$ cat config.mk
export PLATFORM = sky130hd
export DESIGN_NAME = mult_div_unit
export DESIGN_NICKNAME = d
export VERILOG_FILES = /design/src/rtl/mult_div_pkg.sv /design/src/rtl/mult_div_unit_div_restore_step.sv /design/src/rtl/mult_div_unit.sv
export SDC_FILE = /design/constraint.sdc
export NUM_CORES = 1
export LEC_CHECK = 0
export CORE_UTILIZATION = 42
export CTS_CLUSTER_DIAMETER = 200
export CTS_CLUSTER_SIZE = 40
export DETAILED_ROUTE_END_ITERATION = 12
export GPL_TIMING_DRIVEN = 1
export PLACE_DENSITY = 0.62
export SLEW_MARGIN = 0
export SYNTH_ARGS = -nofsm -noshare
export SYNTH_HDL_FRONTEND = slang
export SYNTH_SLANG_ARGS = --single-unit
$ cat constraint.sdc
create_clock -name clk -period 11.9 [get_ports clk]
set_input_delay 1.19 -clock clk [delete_from_list [all_inputs] [get_ports clk]]
set_output_delay 1.19 -clock clk [all_outputs]
set_load 0.02 [all_outputs]
$ cat src/rtl/mult_div_pkg.sv
// Shared definitions for the multicycle multiply/divide unit.
package mult_div_pkg;

  // Default operand width; HI and LO are each this wide.
  localparam int WIDTH_DEF = 32;

  // Iteration counter must hold the value WIDTH itself.
  function automatic int cnt_width(input int w);
    return $clog2(w + 1);
  endfunction

  localparam int CNT_W = cnt_width(WIDTH_DEF);

  // Control states of the unit.
  typedef enum logic [1:0] {
    ST_IDLE = 2'd0,
    ST_MULT = 2'd1,
    ST_DIV  = 2'd2,
    ST_DONE = 2'd3
  } state_e;

endpackage

$ cat src/rtl/mult_div_unit_div_restore_step.sv
// One shift-subtract step of unsigned restoring division.
module div_restore_step #(
  parameter int WIDTH = 32
) (
  input  logic [WIDTH-1:0] rem_i,
  input  logic [WIDTH-1:0] quot_i,
  input  logic [WIDTH-1:0] divisor_i,
  output logic [WIDTH-1:0] rem_o,
  output logic [WIDTH-1:0] quot_o
);

  logic [WIDTH:0] shifted_s;
  logic [WIDTH:0] trial_s;

  // Shift the next dividend bit into the remainder and try subtracting the divisor.
  always_comb begin
    shifted_s = {rem_i, quot_i[WIDTH-1]};
    trial_s   = shifted_s - {1'b0, divisor_i};
    if (!trial_s[WIDTH]) begin
      rem_o  = trial_s[WIDTH-1:0];
      quot_o = {quot_i[WIDTH-2:0], 1'b1};
    end else begin
      rem_o  = shifted_s[WIDTH-1:0];
      quot_o = {quot_i[WIDTH-2:0], 1'b0};
    end
  end

endmodule

$ cat src/rtl/mult_div_unit.sv
// Multicycle signed multiply (radix-2 Booth) and divide (restoring) unit
// producing HI/LO for mfhi/mflo, one iteration per clock.
module mult_div_unit
  import mult_div_pkg::*;
#(
  parameter int WIDTH = WIDTH_DEF
) (
  input  logic             clk,
  input  logic             reset,
  input  logic             start_mult,
  input  logic             start_div,
  input  logic [WIDTH-1:0] A,
  input  logic [WIDTH-1:0] B,
  output logic [WIDTH-1:0] HI,
  output logic [WIDTH-1:0] LO,
  output logic             busy,
  output logic             done,
  output logic             div_zero
);

  localparam int CW = cnt_width(WIDTH);
  localparam logic [WIDTH-1:0] ONE_W   = {{(WIDTH-1){1'b0}}, 1'b1};
  localparam logic [CW-1:0]    ONE_C   = {{(CW-1){1'b0}}, 1'b1};
  localparam logic [CW-1:0]    ITERS_C = CW'(WIDTH);

  state_e           state_q, state_d;
  logic [CW-1:0]    cnt_q, cnt_d;
  logic [WIDTH:0]   acc_q, acc_d;     // Booth accumulator; low WIDTH bits are the divide remainder
  logic [WIDTH-1:0] q_q, q_d;         // multiplier / quotient shift register
  logic             qm1_q, qm1_d;     // Booth q(-1) bit
  logic [WIDTH-1:0] m_q, m_d;         // multiplicand / divisor magnitude
  logic             negq_q, negq_d;   // quotient must be negated
  logic             negr_q, negr_d;   // remainder must be negated
  logic             dzp_q, dzp_d;     // divide-by-zero in flight
  logic [WIDTH-1:0] hi_q, hi_d;
  logic [WIDTH-1:0] lo_q, lo_d;
  logic             busy_q, busy_d;
  logic             done_q, done_d;
  logic             dz_q, dz_d;

  logic [WIDTH:0]   booth_sum_s;
  logic [WIDTH:0]   booth_acc_s;
  logic [WIDTH-1:0] booth_q_s;
  logic [WIDTH-1:0] rem_n_s;
  logic [WIDTH-1:0] quot_n_s;
  logic [WIDTH-1:0] quot_fix_s;
  logic [WIDTH-1:0] rem_fix_s;

  div_restore_step #(.WIDTH(WIDTH)) u_div_step (
    .rem_i     (acc_q[WIDTH-1:0]),
    .quot_i    (q_q),
    .divisor_i (m_q),
    .rem_o     (rem_n_s),
    .quot_o    (quot_n_s)
  );

  // Booth add/subtract followed by arithmetic right shift of {acc, Q, q-1}.
  always_comb begin
    case ({q_q[0], qm1_q})
      2'b01:   booth_sum_s = acc_q + {m_q[WIDTH-1], m_q};
      2'b10:   booth_sum_s = acc_q - {m_q[WIDTH-1], m_q};
      default: booth_sum_s = acc_q;
    endcase
    booth_acc_s = {booth_sum_s[WIDTH], booth_sum_s[WIDTH:1]};
    booth_q_s   = {booth_sum_s[0], q_q[WIDTH-1:1]};
  end

  // Sign fix-up: quotient truncates toward zero, remainder follows the dividend.
  always_comb begin
    if (negq_q) begin
      quot_fix_s = ~quot_n_s + ONE_W;
    end else begin
      quot_fix_s = quot_n_s;
    end
    if (negr_q) begin
      rem_fix_s = ~rem_n_s + ONE_W;
    end else begin
      rem_fix_s = rem_n_s;
    end
  end

  // Control FSM and datapath next-state.
  always_comb begin
    state_d = state_q;
    cnt_d   = cnt_q;
    acc_d   = acc_q;
    q_d     = q_q;
    qm1_d   = qm1_q;
    m_d     = m_q;
    negq_d  = negq_q;
    negr_d  = negr_q;
    dzp_d   = dzp_q;
    hi_d    = hi_q;
    lo_d    = lo_q;
    dz_d    = dz_q;
    case (state_q)
      ST_IDLE: begin
        if (start_mult) begin
          state_d = ST_MULT;
          cnt_d   = ITERS_C;
          acc_d   = '0;
          q_d     = A;
          qm1_d   = 1'b0;
          m_d     = B;
        end else if (start_div) begin
          state_d = ST_DIV;
          acc_d   = '0;
          negq_d  = A[WIDTH-1] ^ B[WIDTH-1];
          negr_d  = A[WIDTH-1];
          q_d     = A[WIDTH-1] ? (~A + ONE_W) : A;
          m_d     = B[WIDTH-1] ? (~B + ONE_W) : B;
          if (B != '0) begin
            cnt_d = ITERS_C;
            dzp_d = 1'b0;
          end else begin
            // A zero divisor spends a single cycle here so done lands one cycle after the start edge.
            cnt_d = ONE_C;
            dzp_d = 1'b1;
          end
        end else begin
          state_d = ST_IDLE;
        end
      end
      ST_MULT: begin
        acc_d = booth_acc_s;
        q_d   = booth_q_s;
        qm1_d = q_q[0];
        cnt_d = cnt_q - ONE_C;
        if (cnt_q == ONE_C) begin
          hi_d    = booth_acc_s[WIDTH-1:0];
          lo_d    = booth_q_s;
          state_d = ST_DONE;
        end else begin
          state_d = ST_MULT;
        end
      end
      ST_DIV: begin
        cnt_d = cnt_q - ONE_C;
        if (dzp_q) begin
          dzp_d   = 1'b0;
          dz_d    = 1'b1;
          state_d = ST_DONE;
        end else begin
          acc_d = {1'b0, rem_n_s};
          q_d   = quot_n_s;
          if (cnt_q == ONE_C) begin
            hi_d    = rem_fix_s;
            lo_d    = quot_fix_s;
            state_d = ST_DONE;
          end else begin
            state_d = ST_DIV;
          end
        end
      end
      ST_DONE: begin
        dz_d    = 1'b0;
        state_d = ST_IDLE;
      end
      default: begin
        dz_d    = 1'b0;
        dzp_d   = 1'b0;
        state_d = ST_IDLE;
      end
    endcase
    busy_d = (state_d == ST_MULT) || (state_d == ST_DIV);
    done_d = (state_d == ST_DONE);
  end

  // State and output registers with synchronous reset.
  always_ff @(posedge clk) begin
    if (reset) begin
      state_q <= ST_IDLE;
      cnt_q   <= '0;
      acc_q   <= '0;
      q_q     <= '0;
      qm1_q   <= 1'b0;
      m_q     <= '0;
      negq_q  <= 1'b0;
      negr_q  <= 1'b0;
      dzp_q   <= 1'b0;
      hi_q    <= '0;
      lo_q    <= '0;
      busy_q  <= 1'b0;
      done_q  <= 1'b0;
      dz_q    <= 1'b0;
    end else begin
      state_q <= state_d;
      cnt_q   <= cnt_d;
      acc_q   <= acc_d;
      q_q     <= q_d;
      qm1_q   <= qm1_d;
      m_q     <= m_d;
      negq_q  <= negq_d;
      negr_q  <= negr_d;
      dzp_q   <= dzp_d;
      hi_q    <= hi_d;
      lo_q    <= lo_d;
      busy_q  <= busy_d;
      done_q  <= done_d;
      dz_q    <= dz_d;
    end
  end

  assign HI       = hi_q;
  assign LO       = lo_q;
  assign busy     = busy_q;
  assign done     = done_q;
  assign div_zero = dz_q;

endmodule
==> summary.txt, run 1 <==
Layout
  – Design area: 0.0180 sq mm
  – FF+latch area: roughly 0.0035 sq mm
  – Share of layout cells above drive strength 1: 0.0398
  – Most frequent cells in the layout: 267 x nor2_1, 235 x nand2_1, 175 x dfxtp_1, 175 x a21oi_1, 133 x clkdlybuf4s50_1
  – P&R area growth vs syn: 13.1%
  – Nets@finish: 2371
  – Inserted Diodes: 0
  – Most common cell after layout, fill and taps aside: nor2_1
  – Multi-input logic area: roughly 0.012 sq mm
  – Fill cells: ~3.8k

Worst setup path
  – Setup crit start kind: register
  – Number of cells on the critical path: 16
  – Cell Chain, Critical Path: or3_1 > or3_1 > nor4_1 > a31oi_1 > xnor2_1 > ha_1 > o211ai_1 > a31oi_1 > a211oi_1 > a21oi_1 > a311o_1 > a2111o_1 > a311oi_1 > xnor2_1 > a221oi_1 > nor2_1
  – CP max FO: 6
  – Crit path max-delay family: compound AO/OA/AOI/OAI gates
  – Crit path largest cell delay: 750 ps
  – CP arrival: around 6000 ps
  – Critical path class: register to register
  – R2r worst-path depth: 16
  – CP max-delay cell: a211oi_1
  – Worst Path Required: approximately 12000 ps
  – Worst path bufs/invs: 0
  – CP endpoint kind: register

STA
  – Max-slew headroom: 0.256
  – RSZ-0062 raised after global routing: false
  – Fin crit share: 0.476
  – Peak Freq: 177 MHz
  – Final count of hold timing violations: 0
  – Setup TNS: 0 ps
  – Slew @ Worst Pin: about 1100 ps
  – Slew Viols, Final: 0
  – Post-Route Skew: between 15 and 20 ps
  – Final min period: 5670 ps
  – Final setup viols: 0

Die
  – DIE AREA: 0.0388 sq mm
  – Die X-Extent: 197 um
  – Placeable Area: 0.0375 sq mm
  – Boundary pin count: 135
  – Rows: 71
  – Die Ht: 197 um
  – Initial Util: 0.425

Synthesis
  – Main synth FF type: dfxtp_1
  – Synthesized cell area: 0.0159 sq mm
  – Post-synthesis sequential area ratio: 0.221
  – Post-synth EDFFs: 0
  – Unique masters post-synth: 86
  – Ys async rst share: 0
  – Syn Inst Count: 2216
  – Yosys reg bits: roughly 180
  – Syn_nets: 2363
  – Avg Cell Area, Syn: 7.20 sq um
  – Synthesis warning total: 0

Status
  – Status: finished, final reports clean

CTS
  – Clock Tree Buf Depth: 2
  – Inserted Clock Buffers: 17
  – CTS H-tree depth: 4
  – Hold-fix buffers, CTS: 0
  – Worst-path clk slew: 70 ps
  – Number of gates resized after CTS: 0
  – Root buf cell: clkbuf_16
  – Post-CTS setup buffers: 0
  – CTS tree: done
  – # clock sinks: 176
  – Worst skew pair latency: roughly 480 ps

Power
  – Pwr Density: 119 mW/mm^2
  – Leakage: approximately 6.7 nW
  – Overall Power: between 2 and 2.5 mW
  – Maximum VDD drop: 0.0656 mV

Detailed routing
  – Final WL: roughly 58000 um
  – DR pass1 iterations: 6
  – WL/cell: 21.1 um
  – Via/cell ratio: 6.10
  – DR vias: 16.8k
  – DRT antenna net count: 0
  – Drt first-iter violations: roughly 1.8k
  – DRC viols: 0

GRT
  – GRT overflow: 0
  – First-pass GRT wire length: 88800 um
  – Antenna violations before repair: 0
  – Vias in the first global route: 15.2k
  – Largest net degree at the start of global routing: 77
  – Overall Global Routing Usage: 0.295

Place
  – Dpl cell area: 0.0174 sq mm
  – Port Buffer Count: ~130
  – Placer Congestion: 0.967
  – HPWL Detailed: 43400 um

Job
  – Max-cap viol count: 0

Worst hold path
  – Worst hold path depth: 2
  – Worst min-delay path class: register to register
## sequential cells by signal, summed over array words and instances, names as in the netlist
name,flops
m_q,32
dzp_q,1
negq_q,1
done,1
cnt_q,6
qm1_q,1
div_zero,1
q_q,32
LO,32
acc_q,33
busy,1
state_q,2
HI,32
negr_q,1
## synthesized netlist by cell type, types with 37 or more instances
cell        n  area, sq um
nor2_1    267         1000
nand2_1   236          886
clkbuf_1  125          469
o211ai_1   41          308
ha_1       77          963
a21o_1     37          278
nor3_1     47          235
inv_1      69          259
o21ai_0   132          661
nand3_1    39          195
xnor2_1   114          998
a211oi_1   74          556
a21oi_1   175          876
xor2_1     69          604
dfxtp_1   176         3520
## power by group
group	leakage (nW)	switching (mW)	total, mW	internal (mW)
clock	0.289	0.288	0.595	0.307
sequential	1.44	0.0739	0.705	0.631
combinational	4.97	0.531	0.847	0.317
total	6.70	0.892	2.15	1.26
## layout make-up
cell class / instances / share of cell area
inverter: 71 / 0.0148
multi-input combinational: 1805 / 0.639
clock inverter: 13 / 0.00798
sequential: 176 / 0.195
timing repair buffer: 153 / 0.0821
tap: 511 / 0.0354
clock buffer: 19 / 0.0251
## logic make-up (layout without fill, tap and decap cells)
family                     count (synthesis)  in the layout  share of synthesized area
and+or+nand+nor                          789            789                      0.231
xor gates and xnor gates                 183            183                      0.101
DFF                                      176            176                      0.221
AOI/OAI and AO/OA                        728            728                      0.309
buffers and inverters                    235            256                     0.0580
adders and majority gates                 79             79                     0.0629
muxes                                     26             26                     0.0175
## through the flow
step | setup WS (ps) | instances | utilization | hold WS (ps)
after global routing | 6000 | 2748 | 0.481 | 482
after CTS | 6370 | 2748 | 0.481 | 463
final | 6230 | 2748 | 0.481 | 460
after detailed placement | 6380 | 2716 | 0.465 | 453
after global placement | 6330 | 2716 | 0.465 | 446
after floorplan | 7050 | 2216 | - | 448
## final timing paths
kind,startpoint,to,slack (ps)
max,m_q[2]$_SDFFE_PP0P_,acc_q[29]$_SDFFE_PP0P_,6230
min,LO[23]$_SDFFE_PP0P_,LO[23]$_SDFFE_PP0P_,460
max reg2reg,m_q[2]$_SDFFE_PP0P_,acc_q[29]$_SDFFE_PP0P_,6230
min reg2reg,LO[23]$_SDFFE_PP0P_,LO[23]$_SDFFE_PP0P_,460
## tightest hold or removal path, delay by kind of cell, from the launching register on
kind             cells  cell delay, ps
AND/OR/NAND/NOR      1              50
flip-flops           1             310
AO/OA/AOI/OAI        1              50
## per-layer routing
| layer | part of all wire | up-vias | GRT usage |
|---|---|---|---|
| li1 | - | 8113 | - |
| met1 | 0.46 | 7873 | 0.417 |
| met2 | 0.43 | 673 | 0.443 |
| met3 | 0.071 | 104 | 0.0493 |
| met4 | 0.032 | 0 | 0.119 |
| met5 | 0 | - | 0 |
No activity file was read; power rests on OpenSTA's default activity.
==> run 2, diff against run 1 <==
--- a/config.mk
+++ b/config.mk
@@ -10,7 +10,7 @@
 export CTS_CLUSTER_SIZE = 40
 export DETAILED_ROUTE_END_ITERATION = 12
 export GPL_TIMING_DRIVEN = 1
-export PLACE_DENSITY = 0.62
+export PLACE_DENSITY = 0.64
 export SLEW_MARGIN = 0
 export SYNTH_ARGS = -nofsm -noshare
 export SYNTH_HDL_FRONTEND = slang
==> constraint.sdc (replaced) <==
create_clock -name clk -period 4.9 [get_ports clk]
set_input_delay 0.49 -clock clk [delete_from_list [all_inputs] [get_ports clk]]
set_output_delay 0.49 -clock clk [all_outputs]
set_load 0.02 [all_outputs]
==> summary.txt, run 2 (synthesis results as in run 1) <==
Status
  – Status: finished, final reports clean

GRT
  – Largest net degree at the start of global routing: 74
  – Overall Global Routing Usage: 0.308
  – Vias in the first global route: 16.0k
  – Antenna violations before repair: 1
  – First-pass GRT wire length: 92700 um
  – GRT overflow: 0

CTS
  – Worst-path clk slew: around 80 ps
  – Post-CTS setup buffers: 0
  – Root buf cell: clkbuf_16
  – CTS tree: done
  – Clock Tree Buf Depth: 2
  – Inserted Clock Buffers: 17
  – # clock sinks: 176
  – Worst skew pair latency: 480 ps
  – CTS H-tree depth: 4

STA
  – Post-Route Skew: about 16 ps
  – RSZ-0062 raised after global routing: true
  – Final setup viols: 0
  – Slew Viols, Final: 0
  – Slew @ Worst Pin: 1110 ps
  – Final count of hold timing violations: 0
  – Peak Freq: 212 MHz
  – Final min period: about 4700 ps
  – Setup WS post-layout: between 150 and 200 ps
  – Fin crit share: 0.964
  – Max-slew headroom: 0.259

Power
  – Internal power: about 3.3 mW
  – Flop pwr share: 0.307
  – Psw: 2.19 mW
  – Combinational power share: 0.412
  – Maximum VDD drop: 0.244 mV
  – Leakage: 7.35 nW
  – Pwr Density: 287 mW/mm^2
  – Sw frac: 0.401
  – Clock share of power: 0.281

Place
  – Dpl cell area: 0.0184 sq mm
  – Pre-CTS setup slack: 28.2 ps
  – HPWL Detailed: 46400 um
  – Placer Congestion: roughly 0.99
  – Port Buffer Count: 134

Worst setup path
  – CP endpoint kind: register
  – R2r worst-path depth: 18
  – Reg2reg start: m_q[2]$_SDFFE_PP0P_
  – R2r setup slk: 170 ps
  – R2r endpoint: HI[31]$_SDFFE_PP0P_
  – Setup crit start kind: register
  – Critical path class: register to register
  – CP arrival: slightly above 5000 ps
  – CP max FO: 8
  – Worst Path Required: approximately 5300 ps

Layout
  – Inserted Diodes: 0
  – Most frequent cells in the layout: 265 x nor2_1, 235 x nand2_1, 176 x dfxtp_1
  – Nets@finish: 2497
  – Largest register FFs: 33
  – Most common cell after layout, fill and taps aside: nor2_1
  – Largest Register: acc_q
  – FF+latch area: 0.00352 sq mm
  – Multi-input logic area: around 0.012 sq mm
  – Design area: between 0.015 and 0.02 sq mm
  – Fill cells: 3743
  – P&R area growth vs syn: 19.7%
  – Share of layout cells above drive strength 1: 0.0953

Worst hold path
  – Worst hold path depth: 2
  – Hold Crit Endpoint: LO[10]$_SDFFE_PP0P_
  – Worst min-delay path class: input pin to register
  – Hold path start: reset

Detailed routing
  – DR vias: 17.6k
  – Via/cell ratio: 6.13
  – DRT antenna net count: 0
  – Drt first-iter violations: around 2.2k
  – DR pass1 iterations: 8
  – WL/cell: 21.2 um
  – Final WL: 60900 um
  – DRC viols: 0

Die
  – Placeable Area: 0.0375 sq mm
  – Die Ht: between 150 and 200 um
  – Initial Util: 0.425
  – Boundary pin count: 135
  – Rows: 71
  – DIE AREA: 0.0388 sq mm
  – Die X-Extent: around 200 um

Job
  – Max-cap viol count: 0
## run 2: layout make-up
class / instances / share of cell area
clock inverter: 11 / 0.00937
multi-input combinational: 1805 / 0.607
sequential: 176 / 0.185
clock buffer: 20 / 0.0234
inverter: 71 / 0.0140
timing repair buffer: 279 / 0.128
tap: 511 / 0.0335
## run 2: what timing repair did
item	CTS	global route
gates resized for setup	0	16
endpoints found under the setup margin	0	11
hold buffers	0	0
## run 2: critical path, stage by stage, from the launching register on
cell and delay (ps):
dfxtp_1 340, or3_1 440, or3_1 380, nor4_1 200, buf_4 180, a21o_4 150
nand2_1 100, nor2_1 170, o21ai_0 140, xnor2_1 170, ha_2 420, nand4_1 230
o41ai_1 490, o31a_1 210, nor3_1 40, or3b_1 450, xor2_2 190, o21ai_0 100
o211a_1 230
## run 2: how the worst max path moves through the flow
stage	from	endpoint	slack [ps]
2_1_floorplan	m_q[21]$_SDFFE_PP0P_	HI[28]$_SDFFE_PP0P_	50
3_3_place_gp	m_q[2]$_SDFFE_PP0P_	HI[31]$_SDFFE_PP0P_	40
3_5_place_dp	m_q[2]$_SDFFE_PP0P_	HI[31]$_SDFFE_PP0P_	30
4_1_cts	m_q[2]$_SDFFE_PP0P_	HI[31]$_SDFFE_PP0P_	20
5_1_grt	m_q[2]$_SDFFE_PP0P_	HI[31]$_SDFFE_PP0P_	-50
6_report	m_q[2]$_SDFFE_PP0P_	HI[31]$_SDFFE_PP0P_	170
## run 2: through the flow
stage / hold WS, ps / total power, mW / std cells / TNS (ps) / util
floorplan: 448 / 3.16 / 2216 / 0 / -
global placement: 445 / 3.86 / 2842 / 0 / 0.491
detailed placement: 452 / 3.89 / 2842 / 0 / 0.491
CTS: 430 / 5.42 / 2873 / 0 / 0.508
global route: 451 / 5.74 / 2873 / -59.5 / 0.509
finish: 438 / 5.48 / 2873 / 0 / 0.509
## run 2: power groups by stage
stage	sequential [mW]	combinational, mW	clock, mW
floorplan	1.65	1.52	0
global placement	1.70	2.16	0
detailed placement	1.71	2.18	0
CTS	1.68	2.19	1.55
global route	1.69	2.44	1.60
finish	1.68	2.26	1.54
## run 2: routing by layer
metal | wire length, um | GRT usage
met3 | 5170 | 0.0435
met4 | 1330 | 0.0979
met1 | 28600 | 0.453
met5 | 0 | 0
met2 | 25800 | 0.457
==> run 3, diff against run 2 <==
--- a/config.mk
+++ b/config.mk
@@ -5,6 +5,7 @@
 export SDC_FILE = /design/constraint.sdc
 export NUM_CORES = 1
 export LEC_CHECK = 0
+export CORE_MARGIN = 1.5
 export CORE_UTILIZATION = 42
 export CTS_CLUSTER_DIAMETER = 200
 export CTS_CLUSTER_SIZE = 40
==> summary.txt, run 3 (synthesis results as in run 1) <==
Power
  – Flop pwr share: 0.308
  – Psw: about 2.2 mW
  – Overall Power: about 5.5 mW
  – Maximum VDD drop: 0.271 mV
  – Pwr Density: 286 mW/mm^2
  – Internal power: 3.24 mW
  – Leakage: between 7 and 8 nW
  – Clock share of power: 0.276
  – Combinational power share: 0.416
  – Sw frac: 0.407

GRT
  – GRT overflow: 0
  – Largest net degree at the start of global routing: 75
  – First-pass GRT wire length: 92400 um
  – Overall Global Routing Usage: 0.307
  – Antenna violations before repair: 0
  – Vias in the first global route: 15.8k

Layout
  – Inserted Diodes: 0
  – Multi-input logic area: 0.0116 sq mm
  – Final core utilization: 0.510
  – Share of layout cells above drive strength 1: 0.0980
  – FF+latch area: 0.00352 sq mm
  – Most frequent cells in the layout: 266 x nor2_1, 235 x nand2_1, 176 x dfxtp_1
  – Most common cell after layout, fill and taps aside: nor2_1
  – Fill cells: 3805
  – Largest register FFs: 33
  – P&R area growth vs syn: 19.9%
  – Nets@finish: 2502
  – Largest Register: acc_q

Detailed routing
  – DR pass1 iterations: 7
  – Drt first-iter violations: 2084
  – WL/cell: roughly 21 um
  – Via/cell ratio: 6.07
  – DR vias: 17.5k
  – DRC viols: 0
  – Final WL: 61100 um
  – DRT antenna net count: 0

STA
  – Slew Viols, Final: 0
  – Fin crit share: 0.962
  – Final min period: approximately 4700 ps
  – Peak Freq: 212 MHz
  – Final hold slack: 460 ps
  – Post-Route Skew: 9.34 ps
  – Max-slew headroom: 0.168
  – Final count of hold timing violations: 0
  – Slew @ Worst Pin: 1230 ps
  – Final setup viols: 0

CTS
  – Inserted Clock Buffers: 17
  – Clock Tree Buf Depth: 2
  – Root buf cell: clkbuf_16
  – CTS H-tree depth: 4
  – Worst-path clk slew: 70 ps
  – CTS tree: done
  – Worst skew pair latency: 470 ps
  – # clock sinks: 176

Place
  – Port Buffer Count: approximately 130
  – HPWL Detailed: approximately 47000 um
  – Placer Congestion: 1.01

Worst setup path
  – Setup crit start kind: register
  – CP max-delay cell: or3_4
  – CP endpoint kind: register
  – R2r endpoint: HI[31]$_SDFFE_PP0P_
  – CP arrival: ~5100 ps
  – Critical path class: register to register
  – Reg2reg start: m_q[2]$_SDFFE_PP0P_
  – Worst Path Required: 5260 ps
  – R2r worst-path depth: 20
  – CP max FO: 4
  – Worst path bufs/invs: 1
  – Crit path largest cell delay: 430 ps
  – Crit path max-delay family: simple AND/OR/NAND/NOR gates
  – R2r setup slk: 190 ps
  – Cell Chain, Critical Path: or3_4 > or3_4 > nor4_2 > buf_4 > a21o_1 > nand2_1 > nor2_1 > o21ai_0 > xnor2_1 > ha_1 > nand4_1 > nor2_1 > nand2_1 > a211oi_2 > o31a_1 > nor3_1 > or3b_4 > xor2_2 > o21ai_0 > o211a_1
  – Number of cells on the critical path: 20

Worst hold path
  – Worst min-delay path class: register to register
  – Hold Crit Endpoint: HI[1]$_SDFFE_PP0P_
  – Worst hold path depth: 2
  – Hold path start: HI[1]$_SDFFE_PP0P_

Die
  – Rows: 71
  – Boundary pin count: 135
  – Initial Util: 0.425
  – Die Ht: 198 um
  – Placeable Area: around 0.037 sq mm
  – Die X-Extent: 198 um
  – DIE AREA: 0.0391 sq mm

Job
  – Max-cap viol count: 0

Status
  – Status: finished, final reports clean
==> run 3: changes by cell type in the layout (fill, tap and decap cells not counted), moves of 4 or more <==
cell and change:
nor3_2 +4, buf_4 +6, clkinv_4 +4, nor3_1 -4
==> run 3: layout make-up <==
| type | instances | area share |
|---|---|---|
| clock buffers | 17 | 0.0223 |
| clock inverters | 15 | 0.0105 |
| repair buffers | 284 | 0.129 |
| well taps | 511 | 0.0334 |
| multi-input cells | 1805 | 0.607 |
| flip-flops and latches | 176 | 0.184 |
| inverters | 71 | 0.0139 |
==> run 3: worst max path at each step <==
stage / from / to / slack (ps)
final: m_q[2]$_SDFFE_PP0P_ / HI[31]$_SDFFE_PP0P_ / 190
after global routing: m_q[2]$_SDFFE_PP0P_ / HI[31]$_SDFFE_PP0P_ / -50
after CTS: m_q[2]$_SDFFE_PP0P_ / HI[31]$_SDFFE_PP0P_ / 20
after detailed placement: m_q[2]$_SDFFE_PP0P_ / HI[31]$_SDFFE_PP0P_ / -20
after global placement: m_q[2]$_SDFFE_PP0P_ / HI[31]$_SDFFE_PP0P_ / -4
after floorplan: m_q[21]$_SDFFE_PP0P_ / HI[28]$_SDFFE_PP0P_ / 50
==> run 3: power by group through the flow <==
stage	sequential [mW]	combinational (mW)	clock, mW
5_1_grt	1.70	2.46	1.57
4_1_cts	1.67	2.21	1.52
3_5_place_dp	1.71	2.20	0
3_3_place_gp	1.70	2.18	0
2_1_floorplan	1.65	1.52	0
6_report	1.68	2.27	1.51
==> run 3: metrics by stage <==
step	setup TNS [ps]	cells	setup WS, ps	instance area, sq um
floorplan	0	2216	49.3	15900
finish	0	2879	186	19100
CTS	0	2879	24.9	19100
global placement	-3.76	2847	-3.76	18400
detailed placement	-19.1	2847	-19.1	18400
global route	-190	2879	-47.0	19100
==> run 3: worst reg2reg max path: stages, from the launching register on <==
cell	delay, ps
dfxtp_1	350
or3_4	430
or3_4	380
nor4_2	190
buf_4	180
a21o_1	200
nand2_1	130
nor2_1	180
o21ai_0	140
xnor2_1	150
ha_1	310
nand4_1	210
nor2_1	200
nand2_1	100
a211oi_2	250
o31a_1	220
nor3_1	60
or3b_4	430
xor2_2	180
o21ai_0	100
o211a_1	230
==> run 3: timing repair <==
| item | 4_1_cts | 5_1_grt |
|---|---|---|
| endpoints found under the hold margin | 0 | 0 |
| gates resized for setup | 1 | 12 |
| hold buffers | 0 | 0 |
| setup buffers | 0 | 0 |
| pin swaps | 0 | 1 |
| endpoints found under the setup margin | 3 | 15 |
==> run 3: metal layers <==
metal	wire, um	global-route usage
met1	28400	0.444
met2	25200	0.450
met3	5650	0.0555
met4	1820	0.110
met5	0	0
==> RTL edit 1: new RTL, config.mk and constraints of run 2 <==
The output `done` loses its register stage (`done_q` becomes a continuous assignment).
--- a/src/rtl/mult_div_unit.sv
+++ b/src/rtl/mult_div_unit.sv
@@ -182,5 +182,4 @@
       lo_q    <= '0;
       busy_q  <= 1'b0;
-      done_q  <= 1'b0;
       dz_q    <= 1'b0;
     end else begin
@@ -197,8 +196,9 @@
       lo_q    <= lo_d;
       busy_q  <= busy_d;
-      done_q  <= done_d;
       dz_q    <= dz_d;
     end
   end
+
+  assign done_q = done_d;
 
   assign HI       = hi_q;
Formal check against the unedited RTL: not equivalent (Yosys sat finds a counterexample within 4 cycles, from zero or initial values and one cycle with reset high).
==> RTL edit 1 against run 2 <==
Synthesized cell count shrank 1.3%. Clock skew shrank 0.0034 ns. Critical path type unchanged. Maximum frequency grew 2.2%. Total power shrank 5.0%. Cell count shrank 4.5%. Routed wire length shrank 13%. Worst setup slack gained 0.10 ns. Sequential cell count shrank 1. Design area shrank 4.3%. Synthesized area shrank 0.48%. Critical path depth grew 1. Via count shrank 6.4%.
==> RTL edit 1: results <==
[sta]
skew_ns = 0.0126
tightest_slew_ns = 1.19
post-route-min-period_ns = 4.63
whs_ns = 0.455

[place]
place_ws_ns = 0.129
dp_hpwl_mm = 39.9
dpl-instance-area_sq_um = 17600
gp_congestion = 0.915

[final_layout]
finalNonFillerCells = 2745
fin_nets = 2375
num-clock-buffers = 19
area_growth_pct = 15.1
multi_input_area_share_pct = 63.0
inverters = 90
regArea_sq_um = 3500
fill_cells = 3719

[grt]
grt_pass1_vias = 15300
antenna_found_initial = 0
grt_first_pass_wirelength_mm = 83.6
grt_util_met2_pct = 44.6
grt_use_total_pct = 27.3
overflow = 0
grt_max_degree = 81

[power]
pwr_density_cell_nw_per_um2 = 285
leakagePower_nw = 6.77
powerComb_mw = 2.06
p_int_mw = 3.08
ir_drop_mv = 0.252
pg_clk_mw = 1.45

[synth]
synthTopCellsByArea = dfxtp_1, ha_1, nor2_1, a21oi_1, nand2_1
syn-mean-instance-area_sq_um = 7.25
syn-cell-area_sq_um = 15900
yosysUniqueCellTypes = 88
yosysSeqAreaShare_pct = 22.1
yosys_warnings = 0
syn_nets = 2335
synth_common_cells = nor2_1, nand2_1, a21oi_1, dfxtp_1, clkbuf_1

[clock_tree]
clock_latency_ns = 0.46
cts_sinks = 175

[min_path]
whs_endpoint = LO[17]
min_path_type = reg -> reg
hp-start = LO[17]

[setup_path]
r2r-end = LO[28]
reg2reg_depth = 19
critical-path-top-delay-family = compound AO/OA/AOI/OAI gates
critical_path_arrival_ns = 4.96
startpoint = q_q[31]
crit_slowest_cell = fa_1
crit_fanout = 47

[run_status]
status = finished clean

[drt]
wl_per_cell_um = 19.4
drt_pass1_iterations = 6
drtIter0Drc = 1827
drt-met1-wl_mm = 23.5
wl_met2_mm = 24.0
vias = 16500
wl_met3_mm = 4.06
==> RTL edit 1: cell count changes after synthesis, moves of 12 or more <==
cell | run 2 | this run
o31ai_1 | 36 | 21
inv_1 | 69 | 89
o21ai_0 | 132 | 100
nand2_1 | 236 | 224
nor2_1 | 267 | 250
a21oi_1 | 175 | 187
xnor2_1 | 114 | 94
==> RTL edit 1: timing repair <==
item / in CTS / in global routing
resized for setup: 0 / 15
hold buffers: 0 / 0
setup endpoints to repair: 0 / 25
buffers inserted: 0 / 1
==> RTL edit 1: kinds of logic after synthesis <==
logic type	Yosys count	share of synthesized area, %
and+or+nand+nor	758	22.6
buffers and inverters	247	6.02
muxes	38	2.48
DFF	175	22.1
AOI/OAI and AO/OA	722	31.2
xor gates and xnor gates	169	9.33
adders and majority gates	79	6.32
==> RTL edit 2: new RTL, flow settings as in run 2 <==
Without the edit above. The package constant `WIDTH_DEF` goes from 32 to 16.
--- a/src/rtl/mult_div_pkg.sv
+++ b/src/rtl/mult_div_pkg.sv
@@ -3,5 +3,5 @@
 
   // Default operand width; HI and LO are each this wide.
-  localparam int WIDTH_DEF = 32;
+  localparam int WIDTH_DEF = 16;
 
   // Iteration counter must hold the value WIDTH itself.
Ports: changed (resized A, B, HI and LO); port bits go from 135 to 71. The function was not compared with the original's and may differ.
==> RTL edit 2 against run 2 <==
Cell count fell by 53%. Synthesized area fell by 49%. Design area fell by 52%. Worst setup slack improved by 0.22 ns. Routed wire length fell by 62%. Clock skew fell by 0.0077 ns. Synthesized cell count fell by 51%. Sequential cell count fell by 81. Total power fell by 48%. Critical path type unchanged. Critical endpoint is now HI[12]. Largest cell class unchanged. Highest routed layer unchanged.
==> RTL edit 2: results <==
[grt]
antenna_found_initial = 0
grt_max_degree = 99
grt_pass1_vias = 7470
grt_first_pass_wirelength_mm = 38.8
grt_use_total_pct = 24.4

[synth]
yosysUniqueCellTypes = 92
synth_common_cells = nor2_1, dfxtp_1, a21oi_1, nand2_1, clkbuf_1
synthTopCellsByArea = dfxtp_1, nor2_1, ha_1, a21oi_1, xnor2_1

[drt]
drt_pass1_iterations = 7
wl_per_cell_um = 17.2
vias = 7977

[clock_tree]
clock_latency_ns = 0.36

[power]
leakagePower_nw = 3.42
ir_drop_mv = 0.172

[place]
gp_congestion = 0.897
dp_cells = 1343
place_ws_ns = 0.495
dp_hpwl_mm = 17.7
portBuffers = 70

[run_status]
status = finished clean

[setup_path]
crit_slowest_cell = fa_1
crit_fanout = 16
r2r-end = HI[12]

[final_layout]
final_layout_size_suffix_gt1_share_pct = 6.84

[min_path]
whs_endpoint = HI[3]
[RTL edit 2: tightest hold or removal path, cell delays in order, from the launching register on]
cell     delay [ns]
dfxtp_1        0.31
nand2_1        0.05
a21oi_1        0.05
[RTL edit 2: worst max-delay path by stage]
stage                       start  endpoint  cells after the start
after floorplan           q_q[15]    HI[14]                     20
after global placement    q_q[15]    HI[12]                     19
after detailed placement  q_q[15]    HI[12]                     19
after CTS                 q_q[15]    HI[12]                     19
after global routing      q_q[15]    HI[12]                     19
final                     q_q[15]    HI[12]                     19
[RTL edit 2: cell families (layout without fill, tap and decap cells)]
| kind of cell | after synthesis | after routing | share of synthesized area [%] |
|---|---|---|---|
| buf+inv | 118 | 156 | 5.89 |
| fa+ha+maj | 47 | 47 | 7.48 |
| mux | 19 | 19 | 2.45 |
| flops | 95 | 95 | 23.6 |
| simple gates | 379 | 379 | 22.1 |
| compound gates | 350 | 350 | 30.0 |
| xor+xnor | 79 | 79 | 8.58 |
[RTL edit 2: per-layer routing]
metal / vias up / wire [um] / global-route usage [%]
met1: 3694 / 11100 / 34.0
met2: 242 / 10400 / 39.1
met3: 36 / 1150 / 2.82
met5: - / 0 / 0
li1: 4005 / - / -
met4: 0 / 659 / 8.41
[RTL edit 2: cell type report]
cell class / instances / area, sq um
clock buffer: 10 / 229
clock inverter: 6 / 92.6
fill: 1913 / 9510
inverter: 48 / 180
multi-input combinational: 874 / 5690
sequential: 95 / 1900
tap: 234 / 293
timing repair buffer: 92 / 863
[RTL edit 2: power breakdown]
group	internal [mW]	switching [mW]	leakage, nW
clock network	0.453	0.334	0.155
registers	0.834	0.0962	0.775
logic	0.462	0.667	2.49
